[src/rtl/cube_root_if.sv]
// cube_root_if: clock-enable, start/done handshake and result bus of the cube-root unit
interface cube_root_if;
  logic        i_clkEn;
  logic        i_start;
  logic [23:0] i_x;
  logic        o_busy;
  logic        o_done;
  logic [7:0]  o_root;
  logic [23:0] o_remainder;
  modport master (output i_clkEn, i_start, i_x, input o_busy, o_done, o_root, o_remainder);
  modport slave  (input i_clkEn, i_start, i_x, output o_busy, o_done, o_root, o_remainder);
endinterface

[src/rtl/cube_root.sv]
// cube_root: bit-serial floor(cbrt(x)) of a 24-bit radicand, two enabled cycles per root bit.
// Define CUBE_ROOT_REMAINDER_EN to also produce x - root^3; otherwise o_remainder is 0.
module cube_root (
  input logic       i_clk,
  input logic       i_arstn,
  cube_root_if.slave bus
);
  typedef enum logic [1:0] {IDLE, SQ, CMP} state_t;
  state_t      state_q, state_d;
  logic [23:0] x_q, x_d;
  logic [7:0]  root_q, root_d, res_q, res_d;
  logic [2:0]  k_q, k_d;
  logic [15:0] sq_q, sq_d;
  logic        done_q, done_d;
  logic [7:0]  cand;
  logic [23:0] cube;
  logic        hit;
  assign cand = root_q | (8'd1 << k_q);
  assign cube = 24'(sq_q) * 24'(cand);
  assign hit  = cube <= x_q;
`ifdef CUBE_ROOT_REMAINDER_EN
  logic [23:0] rem_q, rem_d, acc_q, acc_d;
  // acc_q holds the cube of the last accepted candidate, which equals root_q^3
  always_comb begin
    rem_d = rem_q;
    acc_d = acc_q;
    if (state_q == IDLE && bus.i_start) acc_d = '0;
    if (state_q == CMP && hit) acc_d = cube;
    if (state_q == CMP && k_q == 3'd0) rem_d = x_q - (hit ? cube : acc_q);
  end
  always_ff @(posedge i_clk or negedge i_arstn)
    if (!i_arstn) begin
      rem_q <= '0;
      acc_q <= '0;
    end else if (bus.i_clkEn) begin
      rem_q <= rem_d;
      acc_q <= acc_d;
    end
  assign bus.o_remainder = rem_q;
`else
  assign bus.o_remainder = '0;
`endif
  always_comb begin
    state_d = state_q;
    x_d     = x_q;
    root_d  = root_q;
    res_d   = res_q;
    k_d     = k_q;
    sq_d    = sq_q;
    done_d  = 1'b0;
    case (state_q)
      IDLE: if (bus.i_start) begin
        x_d     = bus.i_x;
        root_d  = '0;
        k_d     = 3'd7;
        state_d = SQ;
      end
      SQ: begin
        sq_d    = 16'(cand) * 16'(cand);
        state_d = CMP;
      end
      CMP: begin
        root_d = hit ? cand : root_q;
        if (k_q != 3'd0) begin
          k_d     = k_q - 3'd1;
          state_d = SQ;
        end else begin
          res_d   = hit ? cand : root_q;
          done_d  = 1'b1;
          state_d = IDLE;
        end
      end
      default: state_d = IDLE;
    endcase
  end
  always_ff @(posedge i_clk or negedge i_arstn)
    if (!i_arstn) begin
      state_q <= IDLE;
      x_q     <= '0;
      root_q  <= '0;
      res_q   <= '0;
      k_q     <= '0;
      sq_q    <= '0;
      done_q  <= 1'b0;
    end else if (bus.i_clkEn) begin
      state_q <= state_d;
      x_q     <= x_d;
      root_q  <= root_d;
      res_q   <= res_d;
      k_q     <= k_d;
      sq_q    <= sq_d;
      done_q  <= done_d;
    end
  assign bus.o_busy = state_q != IDLE;
  assign bus.o_done = done_q;
  assign bus.o_root = res_q;
endmodule
[src/flat_wrapper.sv]
// flat-port wrapper written by rule: the top's interface ports become plain ports
module cube_root_flat 
  (i_clk, i_arstn, bus_i_clkEn, bus_i_start, bus_i_x, bus_o_busy, bus_o_done, bus_o_root, bus_o_remainder);
  cube_root_if bus_i ();
  input logic i_clk;
  input logic i_arstn;
  input wire logic [$bits(bus_i.i_clkEn)-1:0] bus_i_clkEn;
  input wire logic [$bits(bus_i.i_start)-1:0] bus_i_start;
  input wire logic [$bits(bus_i.i_x)-1:0] bus_i_x;
  output wire logic [$bits(bus_i.o_busy)-1:0] bus_o_busy;
  output wire logic [$bits(bus_i.o_done)-1:0] bus_o_done;
  output wire logic [$bits(bus_i.o_root)-1:0] bus_o_root;
  output wire logic [$bits(bus_i.o_remainder)-1:0] bus_o_remainder;
  assign bus_i.i_clkEn = bus_i_clkEn;
  assign bus_i.i_start = bus_i_start;
  assign bus_i.i_x = bus_i_x;
  assign bus_o_busy = bus_i.o_busy;
  assign bus_o_done = bus_i.o_done;
  assign bus_o_root = bus_i.o_root;
  assign bus_o_remainder = bus_i.o_remainder;
  cube_root u_core (.i_clk(i_clk), .i_arstn(i_arstn), .bus(bus_i));
endmodule
[config.mk]
export PLATFORM = sky130hd
export DESIGN_NAME = cube_root_flat
export DESIGN_NICKNAME = d
export VERILOG_FILES = /design/src/rtl/cube_root_if.sv /design/src/rtl/cube_root.sv /design/src/flat_wrapper.sv
export SDC_FILE = /design/constraint.sdc
export NUM_CORES = 1
export LEC_CHECK = 0
export CELL_PAD_IN_SITES_DETAIL_PLACEMENT = 1
export CELL_PAD_IN_SITES_GLOBAL_PLACEMENT = 1
export CORE_MARGIN = 4
export CORE_UTILIZATION = 40
export CTS_CLUSTER_DIAMETER = 40
export DETAILED_ROUTE_END_ITERATION = 10
export PLACE_DENSITY = 0.78
export SKIP_LAST_GASP = 1
export SYNTH_ARGS = -nofsm -noshare
export SYNTH_HDL_FRONTEND = slang
export SYNTH_SLANG_ARGS = --single-unit
[constraint.sdc]
create_clock -name i_clk -period 11.95 [get_ports i_clk]
set_input_delay 1.195 -clock i_clk [delete_from_list [all_inputs] [get_ports i_clk]]
set_output_delay 1.195 -clock i_clk [all_outputs]
set_load 0.01 [all_outputs]
==> Word level (Yosys, flattened, before mapping) <==
Cells that the tools add are included.
{ "word_totals": {"ff_bits": 62, "latch_bits": 0, "ramBits": 0, "romBits": 0, "in_bits": 28, "output_inout_bits": 34, "word_cells": 39, "n_memories": 0} }
{ "op_classes": {"add_sub_neg": 1, "n_mul": 2, "n_div": 0, "magnitude_cmp": 1, "eq_ne": 4, "shift": 1, "n_mux": 11, "bitwise_logic": 2, "reduce_logical": 10} }
{ "op_table": {"columns": ["cell", "count"], "rows": [
  ["$le A24 B24 Y1", 1],
  ["$mul A16 B8 Y24", 1],
  ["$mul A8 B8 Y16", 1],
  ["$mux W8", 2],
  ["$pmux W8 S2", 1],
  ["$reduce_and A3 Y1", 3],
  ["$or A8 B8 Y8", 1],
  ["$shl A1 B3 Y8 const A", 1],
  ["$mux W3", 2],
  ["$pmux W2 S3", 1],
  ["$pmux W3 S2", 1],
  ["$reduce_and A2 Y1", 2],
  ["$reduce_and A4 Y1", 1],
  ["$reduce_bool A2 Y1", 2],
  ["$mux W1", 3],
  ["$reduce_bool A3 Y1", 1],
  ["$sub A3 B1 Y3 const B", 1],
  ["$eq A2 B1 Y1 const B", 1],
  ["$eq A2 B2 Y1 const B", 1],
  ["$logic_not A2 Y1", 1],
  ["$mux W2", 1],
  ["$ne A2 B1 Y1 const B", 1],
  ["$ne A2 B2 Y1 const B", 1],
  ["$not A1 Y1", 1]
]} }

==> Longest topological paths before layout <==
{ "logic_depth": {"word_depth": 6, "depth_mapped": 32, "mapped_depth_nobuf": 31} }

==> Least setup slack after synthesis <==
OpenSTA, ideal clock, no wires.
{ "synth_path": {"path_type": "register to register", "from": "register u_core.k_q[1]", "to": "register u_core.root_q[2]", "t_arrival_ns": 6.744, "required_ns": 11.870, "path_slack_ns": 5.126, "stages_incl_launch_ff": 31, "n_path_buf": 1, "synth_period_minus_slack_ns": 6.824, "cell_sequence": "dfrtp_1 > inv_1 > ha_1 > a21oi_1 > inv_1 > clkbuf_1 > and2_1 > fa_1 > fa_1 > fa_1 > inv_1 > fa_1 > inv_1 > ha_1 > and3_1 > o211a_1 > o31a_1 > o41a_4 > nand2_1 > nand2_1 > a21oi_1 > xnor2_1 > ha_1 > a21o_1 > a21oi_1 > nor3b_1 > o211ai_1 > and3_1 > nor3_2 > nand3_1 > a21oi_1"} }
{ "synth_via": {"elab_chain_len": 6} }
{ "synth_lines": {"columns": ["item", "line", "source"], "rows": [
  ["start, declared", "cube_root.sv:12", "logic [2:0] k_q, k_d;"],
  ["start signal, assigned", "cube_root.sv:90", "k_q <= k_d;"],
  ["$shl A1 B3 Y8 (*)", "cube_root.sv:18", "assign cand = root_q | (8'd1 << k_q);"],
  ["$or A8 B8 Y8 (*)", "cube_root.sv:18", null],
  ["$mul A16 B8 Y24", "cube_root.sv:19", "assign cube = 24'(sq_q) * 24'(cand);"],
  ["$le A24 B24 Y1", "cube_root.sv:20", "assign hit = cube <= x_q;"],
  ["$mux W8 (*)", "cube_root.sv:63", "root_d = hit ? cand : root_q;"],
  ["$pmux W8 S2 (*)", "cube_root.sv:51", "case (state_q)"],
  ["end signal, assigned", "cube_root.sv:88", "root_q <= root_d;"],
  ["end, declared", "cube_root.sv:11", "logic [7:0] root_q, root_d, res_q, res_d;"]
]} }
Mark *: on every way between the ends. The rest lies on a longest branch, timed or not.
A chain may end at the register's enable or synchronous reset.

==> Worst setup path in the final report <==
{ "layout_path": {"from": "register u_core.k_q[1]", "to": "register u_core.root_q[1]"} }
Same word-level chain as after synthesis.

==> impl_summary.md <==
Status
The flow ran to the end, and the final reports show no timing, DRC or antenna violations.

Detailed routing
The via density per instance is ~5.1. The detail-routed net length per standard cell is 16.1 um. The wire length the detailed router placed on met1 is 9160 um. The top routing layer in use is met4.

The final routed DRC violation total is 0. The detailed-routed wire length on met2 is 10,900 um. The total routed wirelength is 21,100 um. In this run the remaining antenna-violating nets after routing total 0. The pre-antenna-repair detailed-routing pass consisted of 4 iterations.

The count of vias placed by the detailed router is 6,653. The routed design uses approximately 820 um of met3 wire. The starting DRC count in detailed routing is 253.

Clocking
The maximum clock insertion buffer count is 2. Buffers inserted during clock tree synthesis total 9. The root buffer cell is sky130_fd_sc_hd__clkbuf_16. Hold repair after CTS inserted 0 buffers. The number of gates resized after CTS was 0. The TritonCTS sink count is between 60 and 70. The H-tree depth is 3. The clock tree from TritonCTS is done. The buffers inserted during post-CTS setup optimization is 0.

The latest clock arrival within the worst-skew pair is approximately 0.34 ns. Clock-pin slew was measured on the worst setup and hold paths at 0.06 ns.

Yosys
After synthesis, the most frequently instantiated cells are sky130_fd_sc_hd__inv_1 (178), sky130_fd_sc_hd__nand2_1 (112), sky130_fd_sc_hd__fa_1 (106), sky130_fd_sc_hd__ha_1 (104), sky130_fd_sc_hd__and2_1 (82). Counting flops and latches in the post-synthesis netlist gives 61. The synthesis warning total is 0. The synthesized netlist occupies a cell area of ~0.0087 mm2. Synthesis produced around 1,000 cells. The fraction of synthesis flops using an asynchronous set or reset pin is 100%. The sequential share of the synthesized area is 17.5%. In the post-synthesis netlist, the biggest area contributors are sky130_fd_sc_hd__fa_1 (24%), sky130_fd_sc_hd__dfrtp_1 (18%), sky130_fd_sc_hd__ha_1 (15%). The average footprint of a synthesized cell is 8.70 um2. The number of distinct library cells after synthesis is 53. By instance count, the leading cell after synthesis is sky130_fd_sc_hd__inv_1. The share of the synthesized area in the top cell type is 24.3%.

The most used flip-flop cell after synthesis is sky130_fd_sc_hd__dfrtp_1. The number of enable flip-flop cells after synthesis is 0. Summed over all instances, the cell type with the most area after synthesis is sky130_fd_sc_hd__fa_1.

Min path
The path category of the worst min-delay check is reg -> reg.

Floorplanning
The number of top-level pins is 62. In this run the vertical extent of the chip is 156 um. The core area is 0.0212 mm2.

The die covers 0.0242 mm2. The initial utilization of the core area, before any placement, comes to 41.1%. The die width is 156 um. Row generation in the floorplan step produced 53 rows.

Job
The number of max-cap violations is 0.

STA
The max-slew violation count is 0. Setup repair after global routing left no endpoint under its margin. The post-layout worst setup margin is 3.60 ns. Setup violations remaining at the end of the flow were counted as 0. Timing would allow up to 120 MHz. The post-route clock skew is about 0.005 ns.

The hold violation total from the final report is 0. The pin slew with the least headroom to its limit is 0.854 ns. Of the available clock period, the critical path in the final layout requires a little over two thirds. The final critical delay including setup and external delays is 8.35 ns.

The accumulated negative setup slack is 0 ns. The relative slew slack is a little over two fifths.

Critical path
The largest fanout on the critical path is 20. The worst setup path is launched from a flip-flop. By startpoint and endpoint, the worst setup path is classified as reg -> reg.

For this run, the slowest stage of the critical path takes 0.60 ns. The slowest stage cell on the critical path is sky130_fd_sc_hd__a21oi_1. The critical path endpoint category is a flip-flop. Data on the critical path arrives at its endpoint at between 8 and 9 ns. The data required time of the critical path is between 10 and 15 ns.

Layout
The post-layout instance count excluding filler cells is 1,308. The layout-stage area growth over the synthesis result is 9.53%. In the final design database the tool counted 1,266 nets.

The repair_antennas step left the layout with diodes totalling 0. The utilization of the core after routing is 45.0%. The post-route netlist has 3.29% of its cells at a drive strength greater than 1.

Power and ir drop
The part of the total power dissipated in the clock network is around 26%. In this run the static leakage power is between 4 and 5 nW. The combinational power share is 43.6%. The internal power of the cells totals 0.000567 W. Summed over all nets, the switching power comes to just over 0.0004 W. Dividing total power by cell area gives a power density of 103 mW/mm2.

Across the VDD grid, the largest voltage drop is 64.5 uV. Overall power consumption after layout is estimated at between 0.0009 and 0.001 W. Of the total power, the share spent switching nets is 42.2%. The register share of total power is between 30% and 40%.

Global route
The global-route usage over all layers is 18.2%. The via count of the first global-routing pass came to 7,251. The global-route wire length before repair is 36,000 um. Summed over all layers, the global routing overflow is 0. The initial antenna violation count is 0. Entering global routing, the biggest net connects 62 pins.

Place
Once detailed placement completed, the half-perimeter wirelength came to 16,700 um. The worst slack after detailed placement is 3.64 ns. The number of buffers added on ports is 37. In this run, placement finished with an instance count of 1,292. The congestion estimate from routability-driven global placement came to 0.798.
==> per-layer routing <==
layer	vias up	track usage (%)
met5	-	0
met4	0	3.71
met3	16	2.41
met2	96	31.8
met1	3374	24.5
li1	3167	-
==> layout make-up <==
| class | count | area, um2 |
|---|---|---|
| Fill cell | 2604 | 11700 |
| Multi-Input combinational cell | 736 | 6330 |
| Sequential cell | 61 | 1530 |
| Inverter | 179 | 672 |
| Timing Repair Buffer | 41 | 395 |
| Tap cell | 275 | 344 |
| Clock buffer | 11 | 243 |
| Clock inverter | 5 | 36.3 |
==> cells in the final DEF, fill, tap and decap left out, drive strengths merged, types with 2 or more instances in the layout <==
| cell type | instances |
|---|---|
| a211oi | 3 |
| a21o | 25 |
| a21oi | 50 |
| a31oi | 2 |
| a41oi | 3 |
| and2 | 82 |
| and3 | 5 |
| buf | 5 |
| clkbuf | 11 |
| clkdlybuf4s50 | 36 |
| clkinv | 3 |
| clkinvlp | 3 |
| conb | 29 |
| dfrtp | 61 |
| fa | 106 |
| ha | 104 |
| inv | 178 |
| mux2 | 6 |
| mux2i | 2 |
| nand2 | 112 |
| nand2b | 2 |
| nand3 | 10 |
| nand4 | 6 |
| nor2 | 41 |
| nor2b | 6 |
| nor3 | 15 |
| nor3b | 2 |
| o21a | 6 |
| o21ai | 61 |
| o21bai | 7 |
| o311ai | 2 |
| o31ai | 2 |
| or2 | 2 |
| or3 | 2 |
| xnor2 | 27 |
| xor2 | 5 |
==> metrics by stage <==
| stage | hold WS (ns) | cell area (um2) |
|---|---|---|
| floorplan | 0.450 | 8820 |
| finish | 0.502 | 9550 |
| global placement | 0.470 | 9270 |
| CTS | 0.514 | 9550 |
| detailed placement | 0.488 | 9270 |
| global route | 0.543 | 9550 |
==> logic make-up after synthesis <==
kind of cell	synth area share, %
AO/OA/AOI/OAI	11.9
XOR/XNOR	3.21
adder cells (fa/ha/maj)	39.3
buffers and inverters	11.0
flip-flops	17.5
multiplexers	1.00
other	0.0861
AND/OR/NAND/NOR	16.1
==> power groups by stage <==
stage | logic [W] | clock network [W] | registers [W]
finish | 0.000427 | 0.000252 | 0.000301
global route | 0.000500 | 0.000268 | 0.000308
CTS | 0.000436 | 0.000258 | 0.000302
detailed placement | 0.000431 | 0 | 0.000305
global placement | 0.000417 | 0 | 0.000301
floorplan | 0.000332 | 0 | 0.000274
==> worst paths after layout <==
check                               from               end  slack, ns  cells past startpoint
max in group asynchronous        i_arstn     u_core.x_q[3]      10.35                      2
setup / recovery           u_core.k_q[1]  u_core.root_q[1]       3.60                     29
setup reg to reg           u_core.k_q[1]  u_core.root_q[1]       3.60                     29
min in group asynchronous        i_arstn   u_core.sq_q[12]       1.03                      2
hold reg to reg            u_core.x_q[0]     u_core.x_q[0]       0.50                      2
hold / removal             u_core.x_q[0]     u_core.x_q[0]       0.50                      2
==> critical path, delay by kind of cell (launching register included) <==
| family | cells | cell delay (ns) |
|---|---|---|
| xor+xnor | 1 | 0.15 |
| flops | 1 | 0.39 |
| simple gates | 8 | 1.89 |
| buf+inv | 4 | 0.73 |
| compound gates | 9 | 2.13 |
| fa+ha+maj | 7 | 2.96 |
==> flip-flops by register name, indices dropped and copies added (netlist names) <==
name	flops
u_core.root_q	8
u_core.bus.o_done	1
u_core.bus.o_root	8
u_core.sq_q	15
u_core.state_q	2
u_core.k_q	3
u_core.x_q	24
Note: power is estimated with default switching activity, not from simulation.
